File: src/rtl/sat_pkg.sv
// Shared definitions for the clause BCP scheduler.
// Holds the per-variable value codes, the scheduler state enum and the
// single-variable merge function used by var_merge.
package sat_pkg;

  localparam int unsigned VAL_W = 3;

  // Value code in bits[2:1]; bit[0] is the implied flag.
  typedef enum logic [1:0] {
    FREE  = 2'b00,
    FALSE = 2'b01,
    TRUE  = 2'b10,
    CONFL = 2'b11
  } code_t;

  typedef enum logic [1:0] {
    IDLE  = 2'b00,
    EVAL  = 2'b01,
    CHECK = 2'b10,
    DONE  = 2'b11
  } state_t;

  typedef struct packed {
    logic [VAL_W-1:0] val;
    logic             changed;
    logic             conflict;
  } merge_t;

  // Fold one clause response into one working variable.
  // A same-polarity response that differs only in the implied flag is kept as-is.
  function automatic merge_t merge_var(input logic [VAL_W-1:0] cur,
                                       input logic [VAL_W-1:0] rsp);
    merge_t m;
    m.val      = cur;
    m.changed  = 1'b0;
    m.conflict = 1'b0;
    if (rsp[2:1] != FREE && rsp != cur) begin
      if (rsp[2:1] == CONFL || (cur[2:1] != FREE && cur[2:1] != rsp[2:1])) begin
        m.val      = {CONFL, cur[0] | rsp[0]};
        m.conflict = 1'b1;
      end else if (cur[2:1] == FREE) begin
        m.val     = rsp;
        m.changed = 1'b1;
      end
    end
    return m;
  endfunction

endpackage

File: src/rtl/clause_bcp_sched_if.sv
// Clause-array bus of the BCP scheduler.
//   cl_sel_o        one-hot select of the clause under evaluation
//   cl_var_value_o  working assignment broadcast to the selected clause
//   cl_var_value_i  same-cycle response of the selected clause
//   wr_o/wr_data_o  one-hot clause literal write strobe and data
// master = scheduler, slave = clause array.
interface clause_bcp_sched_if #(
  parameter int unsigned NUM_VARS    = 8,
  parameter int unsigned NUM_CLAUSES = 4
);
  localparam int unsigned VW = NUM_VARS * 3;

  logic [NUM_CLAUSES-1:0] cl_sel_o;
  logic [VW-1:0]          cl_var_value_o;
  logic [VW-1:0]          cl_var_value_i;
  logic [NUM_CLAUSES-1:0] wr_o;
  logic [VW-1:0]          wr_data_o;

  modport master (
    output cl_sel_o, cl_var_value_o, wr_o, wr_data_o,
    input  cl_var_value_i
  );

  modport slave (
    input  cl_sel_o, cl_var_value_o, wr_o, wr_data_o,
    output cl_var_value_i
  );
endinterface

File: src/rtl/var_merge.sv
// Per-variable merge of a clause response into the working assignment.
//   cur      current 3-bit value
//   rsp      clause response for this variable
//   nxt      merged value
//   changed  free variable newly assigned
//   conflict disagreement or conflict response seen
module var_merge
  import sat_pkg::*;
(
  input  logic [VAL_W-1:0] cur,
  input  logic [VAL_W-1:0] rsp,
  output logic [VAL_W-1:0] nxt,
  output logic             changed,
  output logic             conflict
);

  merge_t m;

  assign m        = merge_var(cur, rsp);
  assign nxt      = m.val;
  assign changed  = m.changed;
  assign conflict = m.conflict;

endmodule

File: src/rtl/clause_bcp_sched.sv
// Boolean constraint propagation scheduler: sweeps the clause slots in order,
// merging each clause response into the working assignment, until fixpoint,
// conflict or round limit.
//   clk, rst            clock, synchronous active-high reset
//   start_i/var_value_i start request and initial assignment (IDLE only)
//   busy_o, done_o      activity level and end-of-run pulse
//   conflict_o/timeout_o result flags, held until the next start
//   var_value_o         working assignment
//   ld_*                clause literal load request, ld_ready_o accept
//   bt_i/apply_backtrack_o backtrack request and its forwarded pulse
//   cb                  clause bus (select, broadcast, response, write)
module clause_bcp_sched
  import sat_pkg::*;
#(
  parameter  int unsigned NUM_VARS    = 8,
  parameter  int unsigned NUM_CLAUSES = 4,
  parameter  int unsigned MAX_ROUNDS  = 16,
  localparam int unsigned CW = (NUM_CLAUSES > 1) ? $clog2(NUM_CLAUSES) : 1
) (
  input  logic                  clk,
  input  logic                  rst,
  input  logic                  start_i,
  input  logic [NUM_VARS*3-1:0] var_value_i,
  output logic                  busy_o,
  output logic                  done_o,
  output logic                  conflict_o,
  output logic                  timeout_o,
  output logic [NUM_VARS*3-1:0] var_value_o,
  input  logic                  ld_valid_i,
  input  logic [CW-1:0]         ld_idx_i,
  input  logic [NUM_VARS*3-1:0] ld_lits_i,
  output logic                  ld_ready_o,
  input  logic                  bt_i,
  output logic                  apply_backtrack_o,
  clause_bcp_sched_if.master    cb
);

  localparam int unsigned VW = NUM_VARS * 3;
  localparam int unsigned RW = (MAX_ROUNDS > 1) ? $clog2(MAX_ROUNDS) : 1;

  state_t                 state;
  logic [CW-1:0]          ptr;
  logic [RW-1:0]          round;
  logic                   changed_q;
  logic                   conflict_q;
  logic [NUM_CLAUSES-1:0] cl_sel_q;
  logic [NUM_CLAUSES-1:0] wr_q;
  logic [VW-1:0]          wr_data_q;
  logic [VW-1:0]          merged;
  logic [NUM_VARS-1:0]    var_chg;
  logic [NUM_VARS-1:0]    var_cfl;

  // One merge slice per variable against the selected clause's response.
  for (genvar g = 0; g < NUM_VARS; g++) begin : g_merge
    var_merge u_var_merge (
      .cur      (var_value_o[3*g +: 3]),
      .rsp      (cb.cl_var_value_i[3*g +: 3]),
      .nxt      (merged[3*g +: 3]),
      .changed  (var_chg[g]),
      .conflict (var_cfl[g])
    );
  end

  assign ld_ready_o        = (state == IDLE) && !start_i;
  assign cb.cl_sel_o       = cl_sel_q;
  assign cb.cl_var_value_o = var_value_o;
  assign cb.wr_o           = wr_q;
  assign cb.wr_data_o      = wr_data_q;

  // Sequencer FSM with registered outputs.
  always_ff @(posedge clk) begin
    if (rst) begin
      state             <= IDLE;
      ptr               <= '0;
      round             <= '0;
      changed_q         <= 1'b0;
      conflict_q        <= 1'b0;
      cl_sel_q          <= '0;
      wr_q              <= '0;
      wr_data_q         <= '0;
      var_value_o       <= '0;
      busy_o            <= 1'b0;
      done_o            <= 1'b0;
      conflict_o        <= 1'b0;
      timeout_o         <= 1'b0;
      apply_backtrack_o <= 1'b0;
    end else begin
      done_o            <= 1'b0;
      wr_q              <= '0;
      apply_backtrack_o <= 1'b0;
      unique case (state)
        IDLE: begin
          if (start_i) begin
            var_value_o <= var_value_i;
            ptr         <= '0;
            round       <= '0;
            changed_q   <= 1'b0;
            conflict_q  <= 1'b0;
            conflict_o  <= 1'b0;
            timeout_o   <= 1'b0;
            cl_sel_q    <= NUM_CLAUSES'(1);
            busy_o      <= 1'b1;
            state       <= EVAL;
          end else if (ld_valid_i && (32'(ld_idx_i) < NUM_CLAUSES)) begin
            wr_q      <= NUM_CLAUSES'(1) << ld_idx_i;
            wr_data_q <= ld_lits_i;
          end
          if (bt_i) apply_backtrack_o <= 1'b1;
        end
        EVAL: begin
          var_value_o <= merged;
          if (|var_chg) changed_q  <= 1'b1;
          if (|var_cfl) conflict_q <= 1'b1;
          if (32'(ptr) == NUM_CLAUSES - 1) begin
            cl_sel_q <= '0;
            state    <= CHECK;
          end else begin
            ptr      <= ptr + 1'b1;
            cl_sel_q <= cl_sel_q << 1;
          end
        end
        CHECK: begin
          if (conflict_q || !changed_q) begin
            conflict_o <= conflict_q;
            done_o     <= 1'b1;
            state      <= DONE;
          end else if (32'(round) == MAX_ROUNDS - 1) begin
            timeout_o <= 1'b1;
            done_o    <= 1'b1;
            state     <= DONE;
          end else begin
            round     <= round + 1'b1;
            changed_q <= 1'b0;
            ptr       <= '0;
            cl_sel_q  <= NUM_CLAUSES'(1);
            state     <= EVAL;
          end
        end
        DONE: begin
          busy_o <= 1'b0;
          state  <= IDLE;
        end
        default: state <= IDLE;
      endcase
    end
  end

endmodule

File: src/flat_wrapper.sv
// flat-port wrapper written by rule: the top's interface ports become plain ports
module clause_bcp_sched_flat import sat_pkg::*;
#(
  parameter  int unsigned NUM_VARS    = 8,
  parameter  int unsigned NUM_CLAUSES = 4,
  parameter  int unsigned MAX_ROUNDS  = 16,
  localparam int unsigned CW = (NUM_CLAUSES > 1) ? $clog2(NUM_CLAUSES) : 1
)
  (clk, rst, start_i, var_value_i, busy_o, done_o, conflict_o, timeout_o, var_value_o, ld_valid_i, ld_idx_i, ld_lits_i, ld_ready_o, bt_i, apply_backtrack_o, cb_cl_sel_o, cb_cl_var_value_o, cb_wr_o, cb_wr_data_o, cb_cl_var_value_i);
  clause_bcp_sched_if #(.NUM_VARS(NUM_VARS), .NUM_CLAUSES(NUM_CLAUSES)) cb_i ();
  input  logic clk;
  input  logic rst;
  input  logic start_i;
  input  logic [NUM_VARS*3-1:0] var_value_i;
  output logic busy_o;
  output logic done_o;
  output logic conflict_o;
  output logic timeout_o;
  output logic [NUM_VARS*3-1:0] var_value_o;
  input  logic ld_valid_i;
  input  logic [CW-1:0] ld_idx_i;
  input  logic [NUM_VARS*3-1:0] ld_lits_i;
  output logic ld_ready_o;
  input  logic bt_i;
  output logic apply_backtrack_o;
  output wire logic [$bits(cb_i.cl_sel_o)-1:0] cb_cl_sel_o;
  output wire logic [$bits(cb_i.cl_var_value_o)-1:0] cb_cl_var_value_o;
  output wire logic [$bits(cb_i.wr_o)-1:0] cb_wr_o;
  output wire logic [$bits(cb_i.wr_data_o)-1:0] cb_wr_data_o;
  input wire logic [$bits(cb_i.cl_var_value_i)-1:0] cb_cl_var_value_i;
  assign cb_cl_sel_o = cb_i.cl_sel_o;
  assign cb_cl_var_value_o = cb_i.cl_var_value_o;
  assign cb_wr_o = cb_i.wr_o;
  assign cb_wr_data_o = cb_i.wr_data_o;
  assign cb_i.cl_var_value_i = cb_cl_var_value_i;
  clause_bcp_sched #(.NUM_VARS(NUM_VARS), .NUM_CLAUSES(NUM_CLAUSES), .MAX_ROUNDS(MAX_ROUNDS)) u_core (.clk(clk), .rst(rst), .start_i(start_i), .var_value_i(var_value_i), .busy_o(busy_o), .done_o(done_o), .conflict_o(conflict_o), .timeout_o(timeout_o), .var_value_o(var_value_o), .ld_valid_i(ld_valid_i), .ld_idx_i(ld_idx_i), .ld_lits_i(ld_lits_i), .ld_ready_o(ld_ready_o), .bt_i(bt_i), .apply_backtrack_o(apply_backtrack_o), .cb(cb_i));
endmodule
File: config.mk
export PLATFORM = sky130hd
export DESIGN_NAME = clause_bcp_sched_flat
export DESIGN_NICKNAME = d
export VERILOG_FILES = /design/src/rtl/sat_pkg.sv /design/src/rtl/clause_bcp_sched_if.sv /design/src/rtl/var_merge.sv /design/src/rtl/clause_bcp_sched.sv /design/src/flat_wrapper.sv
export SDC_FILE = /design/constraint.sdc
export NUM_CORES = 1
export LEC_CHECK = 0
export CORE_MARGIN = 3
export CORE_UTILIZATION = 49
export DETAILED_ROUTE_END_ITERATION = 7
export PLACE_DENSITY = 0.88
export SLEW_MARGIN = 20
export SYNTH_ARGS = -nofsm -noshare
export SYNTH_HDL_FRONTEND = slang
export SYNTH_SLANG_ARGS = --single-unit
File: constraint.sdc
create_clock -name clk -period 3.2 [get_ports clk]
set_clock_uncertainty 0.1 [all_clocks]
set_input_delay 0.48 -clock clk [delete_from_list [all_inputs] [get_ports clk]]
set_output_delay 0.48 -clock clk [all_outputs]
set_load 0.005 [all_outputs]
# Yosys cells after proc, flatten, opt, wreduce, memory -nomap -nowiden
# Cells that the tools add are included.
dict set report totals {
  reg_bits 71
  inputBits 79
  output_inout_bits 86
  word_cells 248
}
dict set report classes {
  n_addsub 2
  n_eq_ne 54
  shifts 1
  n_mux 78
  bitwise 12
  n_reduce_logical 80
}
# operator count
set ops {}
lappend ops {{two-way mux 4 bit} 15}
lappend ops {{case mux 24 bit (2 select lines)} 1}
lappend ops {{AND reduction 4 bit} 11}
lappend ops {{two-way mux 5 bit} 8}
lappend ops {{nonzero test 2 bit} 19}
lappend ops {{two-way mux 1 bit} 28}
lappend ops {{two-way mux 24 bit} 1}
lappend ops {{two-way mux 3 bit} 8}
lappend ops {{inequality test 2 bit (second input constant)} 12}
lappend ops {{inequality test 3 bit} 8}
lappend ops {{inequality test 3 bit (second input constant)} 8}
lappend ops {{equality test 2 bit (second input constant)} 11}
lappend ops {{logical NOT 2 bit} 9}
lappend ops {{logical AND 1 bit} 17}
lappend ops {{two-way mux 2 bit} 8}
lappend ops {{inequality test 2 bit} 8}
lappend ops {{OR reduction 8 bit} 2}
lappend ops {{case mux 4 bit (3 select lines)} 1}
lappend ops {{inequality test 2 x 1 -> 1 bit (second input constant)} 5}
lappend ops {{AND reduction 5 bit} 2}
lappend ops {{logical OR 1 bit} 9}
lappend ops {{AND reduction 3 bit} 3}
lappend ops {{bitwise OR 1 bit} 8}
lappend ops {{case mux 1 bit (2 select lines)} 4}
lappend ops {{other kinds (15)} 21}

# Depth between registers and ports, before layout
# Gate-level depths: netlist of the first run.
dict set report depth {
  depth_word 8
  mapped_depth 7
  depth_no_buf 7
}

# Cells and area by module
# From an unflattened synthesis of the first run, not the netlist that was laid out.
dict set report hier_totals {
  cells_unflattened 547
  hier_area_um2 4609.4
}
# mod instances cells_per_inst area_each_um2 seq_area_each_um2
set by_module_without_submodules {}
lappend by_module_without_submodules {clause_bcp_sched 1 347 3138.0 1421.4}
lappend by_module_without_submodules {var_merge 8 25 183.9 0.0}

# Worst setup path after synthesis of the first run
# No wires, ideal clock.
dict set report synth_path {
  path_kind {in2reg}
  start {input port cb_cl_var_value_i[18]}
  end {register u_core.var_value_o[20] (netlist: u_core.cb.cl_var_value_o[20])}
  setup_time_ns 0.070
  t_arrival_ns 1.707
  t_required_ns 3.030
  path_slack_ns 1.323
  path_stages 7
  n_path_buf 0
  path_cell_list {inv_1 -> ha_1 -> and4b_1 -> o21ai_0 -> nand3_1 -> mux2_2 -> a21oi_1}
}
dict set report synth_via {
  elab_chain_cells 4
}
# element line_no
set synth_lines {}
lappend synth_lines {{from (decl)} flat_wrapper.sv:30} ;# input wire logic [$bits(cb_i.cl_var_value_i)-1:0] cb_cl_var_value_i;
lappend synth_lines {{inequality test 3 bit} sat_pkg.sv:37} ;# if (rsp[2:1] != FREE && rsp != cur) begin
lappend synth_lines {{logical AND 1 bit} sat_pkg.sv:37}
lappend synth_lines {{inequality test 2 bit (no source line)} --}
lappend synth_lines {{AND reduction 4 bit (no source line)} --}
lappend synth_lines {{to (signal assigned)} clause_bcp_sched.sv:94} ;# var_value_o <= var_value_i;
lappend synth_lines {{to (signal assigned)} clause_bcp_sched.sv:111} ;# var_value_o <= merged;
lappend synth_lines {{to (decl)} clause_bcp_sched.sv:28} ;# output logic [NUM_VARS*3-1:0] var_value_o,
# Every way passes these cells.
# A chain may end at the register's enable or synchronous reset.

# Worst setup path in the final report of the first run
dict set report layout_path {
  start {input port start_i}
  end {output port ld_ready_o}
}
dict set report layout_via {
  elab_chain_cells 2
}
# element line_no
set layout_lines {}
lappend layout_lines {{from (decl)} flat_wrapper.sv:13} ;# input logic start_i;
lappend layout_lines {{logical NOT 1 bit} clause_bcp_sched.sv:64} ;# assign ld_ready_o = (state == IDLE) && !start_i;
lappend layout_lines {{logical AND 1 bit} clause_bcp_sched.sv:64}
lappend layout_lines {{to (decl)} flat_wrapper.sv:23} ;# output logic ld_ready_o;
# Every way passes these cells.

==> results of run 1 <==
## through the flow
stage | hold slack, ns | cell area, µm²
2_1_floorplan | 0.353 | 4400
3_3_place_gp | 0.342 | 5820
3_5_place_dp | 0.346 | 5820
4_1_cts | 0.358 | 6000
5_1_grt | 0.373 | 6000
6_report | 0.355 | 6000
## power by group
group          internal [mW]  leakage (nW)  total, mW  switching, mW
Sequential             0.955         0.582       1.07          0.113
Clock                  0.296        0.0888      0.693          0.397
Combinational          0.455          1.57      0.830          0.375
Total                   1.71          2.24       2.59          0.885
## final cells by class
class	count	area (µm²)
inverter	23	86.3
multi-input combinational	414	2510
fill	663	2460
tap	105	131
clock buffer	9	124
timing repair buffer	168	1670
clock inverter	7	61.3
sequential	71	1420
## registers in the layout, summed over array words and instances (netlist names)
register                  cells
u_core.done_o                 1
u_core.cb.wr_data_o          24
u_core.ptr                    2
u_core.round                  4
u_core.conflict_o             1
u_core.timeout_o              1
u_core.cb.cl_sel_o            4
u_core.cb.wr_o                4
u_core.cb.cl_var_value_o     24
u_core.busy_o                 1
u_core.apply_backtrack_o      1
u_core.state                  2
u_core.changed_q              1
u_core.conflict_q             1
## how the worst max path moves through the flow
stage                                                           end  slack, ns
after global placement                u_core.changed_q$_SDFFE_PP0P_       0.58
after global routing                                     ld_ready_o       0.72
after CTS                                                ld_ready_o       0.77
final                                                    ld_ready_o       0.78
after detailed placement              u_core.changed_q$_SDFFE_PP0P_       0.58
after floorplan           u_core.cb.cl_var_value_o[20]$_SDFFE_PP0P_       1.32
## worst max-delay path, delay by kind of cell
family / cells / cell delay, ns
buffers and inverters: 2 / 1.11
AND/OR/NAND/NOR: 1 / 0.25
## logic make-up (layout without fill, tap and decap cells)
kind of cell	count (synthesis)	in the layout
multiplexers	2	2
buffers and inverters	88	207
adder cells (fa/ha/maj)	10	10
AND/OR/NAND/NOR	230	230
flip-flops	71	71
XOR/XNOR	11	11
AO/OA/AOI/OAI	161	161
## cells in the mapped netlist (3+ instances only)
| cell | count | area share, % |
|---|---|---|
| xnor2_1 | 4 | 0.80 |
| buf_2 | 18 | 2.0 |
| ha_1 | 10 | 2.8 |
| nor2_1 | 55 | 4.7 |
| and3_1 | 6 | 0.85 |
| clkbuf_1 | 17 | 1.4 |
| a22oi_1 | 9 | 1.5 |
| dfxtp_1 | 71 | 32 |
| nand2_1 | 80 | 6.8 |
| nor4_1 | 3 | 0.43 |
| and4b_1 | 8 | 1.8 |
| a31oi_1 | 11 | 1.6 |
| inv_1 | 23 | 2.0 |
| nand3_1 | 6 | 0.68 |
| a211oi_1 | 12 | 2.0 |
| nand2b_1 | 22 | 3.1 |
| xor2_1 | 7 | 1.4 |
| buf_4 | 27 | 4.6 |
| a21oi_1 | 61 | 6.9 |
| nor2b_1 | 3 | 0.43 |
| a221oi_1 | 5 | 0.99 |
| o21ai_0 | 16 | 1.8 |
| o21a_1 | 3 | 0.51 |
| nand3b_1 | 3 | 0.51 |
| a311oi_1 | 8 | 1.6 |
| nor3_1 | 23 | 2.6 |
| a21o_1 | 6 | 1.0 |
## metal layers
layer  wire (µm)  up-vias  track usage, %
li1            -     2230               -
met1        5140     2133            28.6
met2        6400      154            42.1
met3         829       18            5.12
met4         228        0            9.64
met5           0        -               0
==> impl_metrics.ini, run 1 <==
[floorplanning]
start_util_pct = 52.0
die_h_um = 101
rows = 33
core_area_mm2 = 0.00846
die-area_mm2 = 0.0102
ios = 165
die_w_um = 101

[synthesis]
synth_xor_area_share_pct = 2.19
synth_top_family_by_area = simple AND/OR/NAND/NOR gates
async_reset_ff_share_pct = 0
syn-cell-area_mm2 = 0.00440
ys_ff_latch = 71
synthCells = 573
synth-simple-area-share_pct = 26.2
synthMuxAreaShare_pct = 0.483
dominantRegCellSynth = dfxtp_1
synth_warnings = 0
synth_adder_area_share_pct = 2.84
synth_edf_count = 0
synth-seq-area-share_pct = 32.3
synth-compound-area-share_pct = 25.4
ys_types = 72
syn_avg_cell_area_um2 = 7.68
synth.net_count = 662

[detailed_routing]
first_pass_iters = 4
wl_per_cell_um = 15.8
drc = 0
vias_per_cell = 5.69
antenna_left = 0
initialDrtViolationCount = 187
vias = 4535
drt_wl_total_mm = 12.6

[clock_network]
cts_tree = done
cts_htree_levels = 3
cts_resized = 0
cts_sinks = 71
cts_max_path_buffers = 2
clk_latency_ns = 0.36
cts_buffers = 9
hold_buffers = 0
cts-root-buf = clkbuf_8
post-cts-setup-buffer-count = 0
clk_pin_slew_ns = 0.08

[power]
power_leakage_nw = 2.24
power.total_mw = 2.59
ir_worst_vdd_uv = 286
powerDensity_mw_per_mm2 = 432

[placement]
pre_cts_slack_ns = 0.578
place.port_buffers = 164
dpl.cell_count = 781
dp_hpwl_mm = 9.41
gp_congestion = 0.872

[setup_path]
worstSetupEndpointType = primary output
path_cells = clkdlybuf4s50_1 -> nor3_4 -> clkdlybuf4s50_1
crit_fanout = 6
ff2ff_path_depth = 4
reg2reg_to = u_core.cb.cl_var_value_o[19]$_SDFFE_PP0P_
r2r_start = u_core.state[0]$_SDFFE_PP0P_
worstPathRequired_ns = 2.62
slowest_stage = clkdlybuf4s50_1
path_class = input pin to primary output
max_stage_delay_ns = 0.57
crit_path_start = start_i
cp.arrival_ns = 1.84
critPathLaunchType = input pin
r2r_setup_slack_ns = 1.04
crit_top_cell = clkdlybuf4s50_1

[global_route]
grt_pass1_vias = 4256
grt_use_total_pct = 24.1
antenna_found_initial = 0
grt-ovfl-total = 0
grt_max_degree = 44
grt_pass1_wl_mm = 20.0

[final_layout]
n_antenna_cell = 0
fin_util_pct = 70.9
final_cell_mix = clkdlybuf4s50_1, nand2_1, dfxtp_1, a21oi_1, nor2_1
final_common_cell = clkdlybuf4s50_1
instances_no_fill = 797
final_nets = 776
drive_above_1_share_pct = 6.07
synthToLayoutAreaGrowth_pct = 36.3

[timing]
setup_violations = 0
fin_crit_sh_pct = 75.6
hold_viol = 0
final_max_slew_viol_count = 0
tightest_slew_ns = 0.855
tns_ns = 0
rsz0062_at_grt = no
max_freq_ghz = 0.413
slew_headroom_pct = 43.0
min_period_ns = 2.42
setup_ws_ns = 0.781

[min_path]
hold_depth = 2
min_from = u_core.cb.wr_data_o[12]$_SDFFE_PP0P_
hp-class = flop to flop
min_to = u_core.cb.wr_data_o[12]$_SDFFE_PP0P_

[status]
outcome = complete, no violations

[run]
drv_cap = 0
Power figures use the tool's default switching activity.
==> run 2, diff against run 1 <==
--- a/config.mk
+++ b/config.mk
@@ -6,9 +6,9 @@
 export NUM_CORES = 1
 export LEC_CHECK = 0
 export CORE_MARGIN = 3
-export CORE_UTILIZATION = 49
+export CORE_UTILIZATION = 45
 export DETAILED_ROUTE_END_ITERATION = 7
-export PLACE_DENSITY = 0.88
+export PLACE_DENSITY = 0.81
 export SLEW_MARGIN = 20
 export SYNTH_ARGS = -nofsm -noshare
 export SYNTH_HDL_FRONTEND = slang
==> constraint.sdc (replaced) <==
create_clock -name clk -period 2.35 [get_ports clk]
set_clock_uncertainty 0.1 [all_clocks]
set_input_delay 0.3525 -clock clk [delete_from_list [all_inputs] [get_ports clk]]
set_output_delay 0.3525 -clock clk [all_outputs]
set_load 0.005 [all_outputs]
==> run 2 against run 1 <==
Sequential cell count stayed put. Non-clock buffer count is 16 higher. Hold slack hardly changed. Final area is 3.6% higher. First-iteration DRC count is 16% higher. Global-route usage is 0.98 points lower. Via count is 1.4% higher. Critical endpoint unchanged. Highest routed layer unchanged.
==> impl_metrics.ini, run 2 (synthesis gave the netlist of run 1 again) <==
[status]
outcome = complete, no violations

[min_path]
min_to = u_core.cb.wr_data_o[5]$_SDFFE_PP0P_
hold_depth = 2
min_from = u_core.cb.wr_data_o[5]$_SDFFE_PP0P_
hp-class = flop to flop

[setup_path]
crit_family = buffers and inverters
slowest_stage = clkdlybuf4s50_1
ff2ff_path_depth = 4
r2r_start = u_core.state[0]$_SDFFE_PP0P_
path_cells = clkdlybuf4s50_1 -> nor3_4 -> clkdlybuf4s50_1
path_class = input pin to primary output
worstPathRequired_ns = 1.90
crit_buf_inv = 2
max_stage_delay_ns = 0.56
critPathLaunchType = input pin
worstSetupEndpointType = primary output
crit_path_start = start_i
reg2reg_to = u_core.cb.cl_var_value_o[19]$_SDFFE_PP0P_
crit_fanout = 6
cp.arrival_ns = 1.71
r2r_setup_slack_ns = 0.32
crit_top_cell = clkdlybuf4s50_1

[power]
ir_worst_vdd_uv = 336
power.total_mw = 3.75
powerDensity_mw_per_mm2 = 603
power_leakage_nw = 2.35

[floorplanning]
rows = 35
start_util_pct = 47.0
ios = 165
core_area_mm2 = 0.00937
die_w_um = 105
die_h_um = 105
die-area_mm2 = 0.0110

[timing]
hold_viol = 0
final_max_slew_viol_count = 0
min_period_ns = 2.16
tightest_slew_ns = 0.595
max_freq_ghz = 0.462
hold_ws_ns = 0.355
rsz0062_at_grt = no
slew_headroom_pct = 60.4
fin_crit_sh_pct = 92.0
setup_violations = 0

[detailed_routing]
drc = 0
vias_per_cell = 5.49
initialDrtViolationCount = 216
drt_wl_total_mm = 13.1
first_pass_iters = 7
vias = 4598
antenna_left = 0
wl_per_cell_um = 15.6

[global_route]
antenna_found_initial = 0
grt_pass1_wl_mm = 21.1
grt_use_total_pct = 23.1
grt-ovfl-total = 0
grt_pass1_vias = 4413
grt_max_degree = 43

[final_layout]
drive_above_1_share_pct = 8.19
synthToLayoutAreaGrowth_pct = 41.3
register_area_mm2 = 0.00142
final_nets = 792
final_common_cell = clkdlybuf4s50_1
final_cell_area_mm2 = 0.00622
nFillCells = 839
final_cell_mix = clkdlybuf4s50_1, nand2_1, dfxtp_1, a21oi_1, nor2_1
n_antenna_cell = 0
multi_input_area_mm2 = 0.00251

[clock_network]
cts_buffers = 9
cts-root-buf = clkbuf_8
post-cts-setup-buffer-count = 0
cts_tree = done
hold_buffers = 0
cts_resized = 0
cts_max_path_buffers = 2
clk_latency_ns = 0.34
cts_htree_levels = 3
cts_sinks = 71
clk_pin_slew_ns = 0.08

[placement]
place_area_mm2 = 0.00599
gp_congestion = 0.889
dp_hpwl_mm = 9.66
place.port_buffers = 164

[run]
drv_cap = 0
## run 2: cell types whose count changed in the layout (fill, tap and decap cells not counted), sizes merged
cell | previous run | this run
inv | 27 | 25
clkinv | 1 | 3
bufinv | 0 | 2
clkinvlp | 2 | 0
buf | 5 | 21
## run 2: how the worst max path moves through the flow
stage,depth (start not counted),slack [ns],endpoint
after floorplan,6,0.59,u_core.cb.cl_var_value_o[3]$_SDFFE_PP0P_
after global placement,7,0.04,u_core.cb.cl_var_value_o[3]$_SDFFE_PP0P_
after detailed placement,7,-0.08,u_core.cb.cl_var_value_o[3]$_SDFFE_PP0P_
after CTS,3,0.18,ld_ready_o
after global routing,3,0.08,ld_ready_o
final,3,0.19,ld_ready_o
## run 2: stage by stage
step,TNS [ns],instances,setup WS [ns],util (%)
after floorplan,0,573,0.587,-
after global placement,0,821,0.0447,64.0
after detailed placement,-0.243,821,-0.0774,64.0
after CTS,0,837,0.182,66.4
after global routing,0,837,0.0797,66.4
final,0,837,0.187,66.4
## run 2: where the power goes
group	internal (mW)	total, mW	switching, mW	leakage [nW]
Combinational	0.649	1.17	0.526	1.65
Sequential	1.30	1.45	0.152	0.582
Clock	0.611	1.12	0.512	0.114
## run 2: layout make-up
cell class                 instances  share of cell area (%)
multi-input combinational        414                    40.4
clock inverter                     7                    1.67
sequential                        71                    22.8
inverter                          23                    1.39
timing repair buffer             184                    29.1
tap                              129                    2.59
clock buffer                       9                    1.99
## run 2: worst reg2reg max path: stages (launching register included)
cell and delay, ns:
dfxtp_1 0.60, nor2b_2 0.47, nand3_1 0.28, o41ai_1 0.31
a221oi_1 0.13
## run 2: routing by layer
metal | wire length, µm | share of wire, % | GRT usage (%) | vias up
met5 | 0 | 0 | 0 | -
met4 | 328 | 2.5 | 9.65 | 0
met3 | 697 | 5.3 | 5.44 | 34
met2 | 6580 | 50 | 39.3 | 164
met1 | 5470 | 42 | 27.9 | 2133
li1 | - | - | - | 2267
==> run 3, diff against run 2 <==
==> constraint.sdc (replaced) <==
create_clock -name clk -period 2.12 [get_ports clk]
set_clock_uncertainty 0.1 [all_clocks]
set_input_delay 0.318 -clock clk [delete_from_list [all_inputs] [get_ports clk]]
set_output_delay 0.318 -clock clk [all_outputs]
set_load 0.005 [all_outputs]
==> run 3 against run 2 <==
Setup slack got worse by 0.080 ns. First-iteration DRC count rose by 0.46%. Wire length shrank 0.44%. Global-route usage about the same. Highest routed layer unchanged.
==> impl_metrics.ini, run 3 (synthesis gave the netlist of run 1 again) <==
[status]
outcome = complete, no violations

[detailed_routing]
drc = 0
antenna_left = 0
wl_per_cell_um = 15.2
initialDrtViolationCount = 217
drt_wl_total_mm = 13.0
vias_per_cell = 5.44
vias = 4648
first_pass_iters = 4

[clock_network]
cts_buffers = 9
clk_pin_slew_ns = 0.08
clk_latency_ns = 0.34
cts_tree = done
cts_max_path_buffers = 2
post-cts-setup-buffer-count = 0
cts_sinks = 71
hold_buffers = 0
cts_htree_levels = 3
cts-root-buf = clkbuf_8

[timing]
final_max_slew_viol_count = 0
setup_ws_ns = 0.107
fin_crit_sh_pct = 95.0
hold_viol = 0
setup_violations = 0
min_period_ns = 2.01
tightest_slew_ns = 0.520
max_freq_ghz = 0.497
hold_ws_ns = 0.202
slew_headroom_pct = 65.2
tns_ns = 0

[placement]
place.port_buffers = 164
dp_hpwl_mm = 9.94
dpl.cell_count = 839
gp_congestion = 0.910
pre_cts_slack_ns = -0.248
place_area_mm2 = 0.00613

[final_layout]
final_common_cell = clkdlybuf4s50_1
final_cell_area_mm2 = 0.00634
drive_above_1_share_pct = 10.7
n_antenna_cell = 0
synthToLayoutAreaGrowth_pct = 43.9
instances_no_fill = 855
final_nets = 810
nFillCells = 787
final_cell_mix = clkdlybuf4s50_1, nand2_1, dfxtp_1, a21oi_1, nor2_1

[floorplanning]
core_area_mm2 = 0.00937
rows = 35
die-area_mm2 = 0.0110
ios = 165
die_w_um = 105
die_h_um = 105
start_util_pct = 47.0

[setup_path]
cp.arrival_ns = 1.60
worstSetupEndpointType = primary output
critPathLaunchType = flop
worstPathRequired_ns = 1.70
path_class = flop to primary output
ff2ff_path_depth = 7
crit_fanout = 9

[global_route]
grt_use_total_pct = 23.2
top_usage_layer = met2
grt_util_met1_pct = 26.4
use_met3_pct = 5.25
grt_pass1_vias = 4534
grt_max_degree = 31
grt_pass1_wl_mm = 21.1
grtUsageMet2_pct = 42.6
grt-ovfl-total = 0
antenna_found_initial = 0

[min_path]
hold_depth = 2
hp-class = input pin to flop

[power]
power_leakage_nw = 2.43
ir_worst_vdd_uv = 431
powerDensity_mw_per_mm2 = 644

[run]
drv_cap = 0
==> run 3: timing repair <==
item | CTS | global route
endpoints found under the hold margin | 0 | 0
endpoints found under the setup margin | 0 | 2
gates resized for setup | 0 | 2
==> run 3: final timing paths <==
check                                                  from                                         to  slack [ns]
setup / recovery               u_core.state[0]$_SDFFE_PP0P_                                 ld_ready_o        0.11
hold reg to reg        u_core.cb.wr_data_o[21]$_SDFFE_PP0P_       u_core.cb.wr_data_o[21]$_SDFFE_PP0P_        0.36
setup reg to reg  u_core.cb.cl_var_value_o[18]$_SDFFE_PP0P_  u_core.cb.cl_var_value_o[18]$_SDFFE_PP0P_        0.19
hold / removal                                          rst               u_core.state[1]$_SDFFE_PP0P_        0.20
==> run 3: where the power goes <==
part,leakage [nW],internal [mW],switching [mW]
clock,0.102,0.560,0.562
combinational,1.74,0.760,0.602
sequential,0.582,1.44,0.158
total,2.43,2.76,1.32
==> run 3: metrics by stage <==
stage / util, % / total power [mW]
floorplan: - / 2.37
global placement: 65.4 / 2.94
detailed placement: 65.4 / 2.98
CTS: 67.6 / 4.11
global route: 67.6 / 4.31
finish: 67.6 / 4.08
==> run 3: critical path: stages, from the launching register on <==
cell and delay, ns:
dfxtp_1 0.34, buf_4 0.18, nor3_4 0.19, clkdlybuf4s50_1 0.55
==> run 3: cell type report <==
class / count / area [µm²] / area share [%]
Multi-Input combinational cell: 414 / 2520 / 39.7
Timing Repair Buffer: 202 / 1950 / 30.7
Sequential cell: 71 / 1420 / 22.4
Tap cell: 129 / 161 / 2.55
Clock buffer: 9 / 124 / 1.95
Inverter: 23 / 86.3 / 1.36
Clock inverter: 7 / 80.1 / 1.26
==> run 3: layer usage <==
| metal | vias up | share of wire [%] | wire [µm] |
|---|---|---|---|
| li1 | 2304 | - | - |
| met5 | - | 0 | 0 |
| met3 | 19 | 5.5 | 712 |
| met4 | 0 | 1.7 | 224 |
| met1 | 2167 | 41 | 5340 |
| met2 | 158 | 52 | 6740 |
==> variant 1 (config.mk and constraints of run 2) <==
`NUM_VARS` is set to 8 in 3 places; all go to 9.
--- a/src/rtl/clause_bcp_sched_if.sv
+++ b/src/rtl/clause_bcp_sched_if.sv
@@ -7,3 +7,3 @@
 interface clause_bcp_sched_if #(
-  parameter int unsigned NUM_VARS    = 8,
+  parameter int unsigned NUM_VARS    = 9,
   parameter int unsigned NUM_CLAUSES = 4
--- a/src/rtl/clause_bcp_sched.sv
+++ b/src/rtl/clause_bcp_sched.sv
@@ -14,3 +14,3 @@
 #(
-  parameter  int unsigned NUM_VARS    = 8,
+  parameter  int unsigned NUM_VARS    = 9,
   parameter  int unsigned NUM_CLAUSES = 4,
--- a/src/flat_wrapper.sv
+++ b/src/flat_wrapper.sv
@@ -3,3 +3,3 @@
 #(
-  parameter  int unsigned NUM_VARS    = 8,
+  parameter  int unsigned NUM_VARS    = 9,
   parameter  int unsigned NUM_CLAUSES = 4,
Interface: changed (6 resized); port bits go from 165 to 183. No check against the original RTL was run, so the function may have changed too.
==> variant 1 against run 2 <==
Sequential cell count grew 6; critical endpoint is now u_core.cb.cl_var_value_o[20]; synthesized area grew 8.4%; highest routed layer unchanged; total power grew 5.4%; final area grew 8.0%; sequential power grew 9%; register-to-register slack lost 0.05 ns; first-iteration DRC count grew 56%; wire length grew 14%; cell count grew 8.1%; worst setup slack lost 0.029 ns; non-clock buffer count grew 23.
==> variant 1: results <==
{
  "routedWlPerCell_um": 16.39,
  "place_congestion": 0.9568,
  "synth_compound_area_share_pct": 24.30,
  "syn_to_final_growth_pct": 40.76,
  "worstRegToRegCells": 7,
  "reg2reg_to": "u_core.cb.cl_var_value_o[11]",
  "cp-endpoint": "u_core.cb.cl_var_value_o[20]",
  "synthMuxAreaShare_pct": 0.2097,
  "track_usage_pct": 24.41,
  "p_leak_uw": 0.002534,
  "grt_pass1_wl_um": 23410,
  "vias": 5067,
  "max_freq_mhz": 456.2,
  "grt_pass1_vias": 4891,
  "drive_gt1_share_pct": 7.124,
  "fillerInstances": 837,
  "critPathLaunch": "cb_cl_var_value_i[18]",
  "drtIter0Drc": 338,
  "synth.distinct_cells": 66,
  "dp.final_hpwl_um": 11200,
  "synth-xor-area-share_pct": 2.202,
  "p_switching_uw": 1246,
  "fin_nets": 867,
  "port_buffers": 182,
  "ir_drop_mv": 0.3023,
  "dp_worst_setup_slack_ns": -0.1550,
  "ys_seq_area_share_pct": 32.29,
  "end_kind": "flop",
  "grt_max_degree": 49,
  "r2r-start": "u_core.cb.cl_var_value_o[9]",
  "outcome": "complete, no violations"
}
## variant 1: cells by family (layout without fill, tap and decap cells)
| group | count (synthesis) | in the layout |
|---|---|---|
| and+or+nand+nor | 247 | 247 |
| AOI/OAI and AO/OA | 176 | 176 |
| buffers and inverters | 99 | 248 |
| DFF | 77 | 77 |
| xor gates and xnor gates | 12 | 12 |
| adders and majority gates | 11 | 11 |
| muxes | 1 | 1 |
## variant 1: worst min-delay path by stage
| stage | start | to | slack, ns | depth (start not counted) |
|---|---|---|---|---|
| detailed placement | u_core.cb.wr_data_o[18] | u_core.cb.wr_data_o[18] | 0.35 | 2 |
| CTS | rst | u_core.cb.cl_var_value_o[2] | 0.27 | 2 |
| finish | rst | u_core.cb.cl_var_value_o[2] | 0.28 | 2 |
| floorplan | ld_idx_i[1] | u_core.cb.wr_o[0] | 0.33 | 1 |
| global placement | u_core.cb.wr_data_o[13] | u_core.cb.wr_data_o[13] | 0.34 | 2 |
| global route | rst | u_core.cb.cl_var_value_o[2] | 0.28 | 2 |
## variant 1: layer usage
layer  GRT usage [%]  wire [µm]
met1           30.24       5975
met2           42.32       7563
met3           4.500        993
met4           8.476        305
met5               0          0
## variant 1: through the flow
| stage | hold slack, ns | std cells |
|---|---|---|
| after detailed placement | 0.3458 | 890 |
| after global placement | 0.3416 | 890 |
| after floorplan | 0.3295 | 623 |
| after CTS | 0.2722 | 905 |
| final | 0.2828 | 905 |
| after global routing | 0.2799 | 905 |
## variant 1: layout make-up
cell class	instances	area share, %
multi-input cells	447	39.96
repair buffers	207	30.02
flip-flops and latches	77	22.94
well taps	133	2.477
clock buffers	9	1.844
inverters	26	1.453
clock inverters	6	1.304
## variant 1: power by group through the flow
stage / sequential, µW / combinational (µW) / clock (µW)
3_5_place_dp: 1600 / 1260 / 0
2_1_floorplan: 1540 / 747 / 0
4_1_cts: 1570 / 1270 / 1130
3_3_place_gp: 1590 / 1220 / 0
5_1_grt: 1600 / 1390 / 1180
6_report: 1580 / 1270 / 1110
## variant 1: worst max-delay path, stage by stage
cell	delay [ns]
clkdlybuf4s50_1	0.50
inv_1	0.06
ha_1	0.30
and4b_1	0.23
o21a_1	0.23
o31ai_2	0.34
nor2_1	0.09
a211oi_1	0.24
==> variant 2 (settings of run 2) <==
Made on the original files. Make the reset (`rst`) asynchronous in one clocked block. Comments in the files are not updated.
--- a/src/rtl/clause_bcp_sched.sv
+++ b/src/rtl/clause_bcp_sched.sv
@@ -70,3 +70,3 @@
   // Sequencer FSM with registered outputs.
-  always_ff @(posedge clk) begin
+  always_ff @(posedge clk or posedge rst) begin
     if (rst) begin
Function: differs if rst is asserted again (counterexample within 4 cycles, from zero or initial values and one cycle with rst high); with rst held inactive, the same outputs for 10 cycles.
==> variant 2 against run 2 <==
Synthesized area rose by 5.6%; sequential cell count stayed put; final area rose by 6.7%; worst setup slack worse by 0.084 ns; highest routed layer unchanged; wire length decreased by 1.5%.
Power is not compared: it rests on default switching activity, and its combinational part moved more than twofold at a synthesized area within 25%.
==> variant 2: results <==
{
  "dp.final_hpwl_um": 9887,
  "r2r-start": "u_core.cb.cl_var_value_o[21]",
  "synth_common_cells": "71 x dfrtp_1, 39 x nand2_1, 36 x nor2_1",
  "critPathMaxFanout": 3,
  "grt_pass1_wl_um": 20980,
  "worst_hold_path_type": "input pin to asynchronous set/reset pin",
  "drive_gt1_share_pct": 14.18,
  "relSlewSlack_pct": 73.77,
  "reg2reg_to": "u_core.conflict_q",
  "drtIter0Drc": 197,
  "fin_nets": 754,
  "synthArstFlopShare_pct": 100.0,
  "track_usage_pct": 22.29,
  "grt_max_degree": 72,
  "yosys-top-cells-area": "dfrtp_1 38%, mux2_2 7.0%, buf_4 4.8%",
  "worstRegToRegCells": 7,
  "first_pass_iters": 5,
  "ys_seq_area_share_pct": 38.22,
  "place_congestion": 0.8847,
  "outcome": "complete, no violations",
  "yosys_most_used_dff": "dfrtp_1",
  "synth.distinct_cells": 62,
  "vias": 4379,
  "postRouteWirelength_um": 12870,
  "r2r_setup_slack_ns": 0.17,
  "syn_nets": 602,
  "antenna_found_initial": 0
}
## variant 2: layer usage
| layer | track usage, % | part of all wire, % | vias to the layer above |
|---|---|---|---|
| met5 | 0 | 0 | - |
| met4 | 5.771 | 1.6 | 0 |
| met3 | 3.599 | 4.8 | 18 |
| met2 | 38.10 | 51 | 151 |
| met1 | 29.39 | 42 | 2089 |
| li1 | - | - | 2121 |
## variant 2: logic make-up (layout without fill, tap and decap cells)
logic type,after synthesis,after routing,share of synthesized area [%]
AOI/OAI and AO/OA,145,145,20.70
xor gates and xnor gates,10,10,1.884
adders and majority gates,10,10,2.692
buffers and inverters,93,250,11.17
DFF,71,71,38.22
muxes,33,33,7.994
and+or+nand+nor,151,151,17.34
## variant 2: worst max-delay path by stage
stage	startpoint	to	slack (ns)	depth (start not counted)
after global placement	cb_cl_var_value_i[21]	u_core.conflict_q	-0.21	8
after CTS	cb_cl_var_value_i[21]	u_core.conflict_q	0.11	8
final	cb_cl_var_value_i[21]	u_core.conflict_q	0.10	8
after global routing	cb_cl_var_value_i[21]	u_core.conflict_q	0.002	8
after floorplan	rst	u_core.apply_backtrack_o	0.10	1
after detailed placement	cb_cl_var_value_i[21]	u_core.conflict_q	-0.24	8
## variant 2: area by class of cell
| type | count | area [µm²] |
|---|---|---|
| Fill cell | 802 | 3269 |
| Multi-Input combinational cell | 349 | 2352 |
| Timing Repair Buffer | 204 | 1979 |
| Sequential cell | 71 | 1777 |
| Tap cell | 133 | 166.4 |
| Clock buffer | 10 | 137.6 |
| Clock inverter | 6 | 115.1 |
| Inverter | 30 | 112.6 |
## variant 2: where the power goes
group	internal [µW]	leakage [µW]	switching [µW]	total [µW]
Clock	742	0.000124	498	1240
Sequential	1760	0.000857	691	2450
Combinational	2680	0.00189	1820	4490
## variant 2: per-stage QoR
stage                     area (µm²)  setup WS, ns  cells  hold slack (ns)  setup TNS [ns]
after floorplan                 4648        0.1009    513           0.3180               0
after global placement          6387       -0.2139    787           0.3838         -0.7085
after detailed placement        6387       -0.2417    787           0.3891          -1.591
after CTS                       6640        0.1141    803           0.3317               0
after global routing            6640      0.001514    803           0.3597               0
final                           6640        0.1032    803           0.3314               0
## variant 2: critical path, cell delays in order
cell and delay, ns:
clkdlybuf4s50_1 0.49, inv_1 0.05, ha_1 0.30, and4b_1 0.30
a211oi_1 0.09, or4_1 0.51, a211oi_1 0.18, o21ai_1 0.08
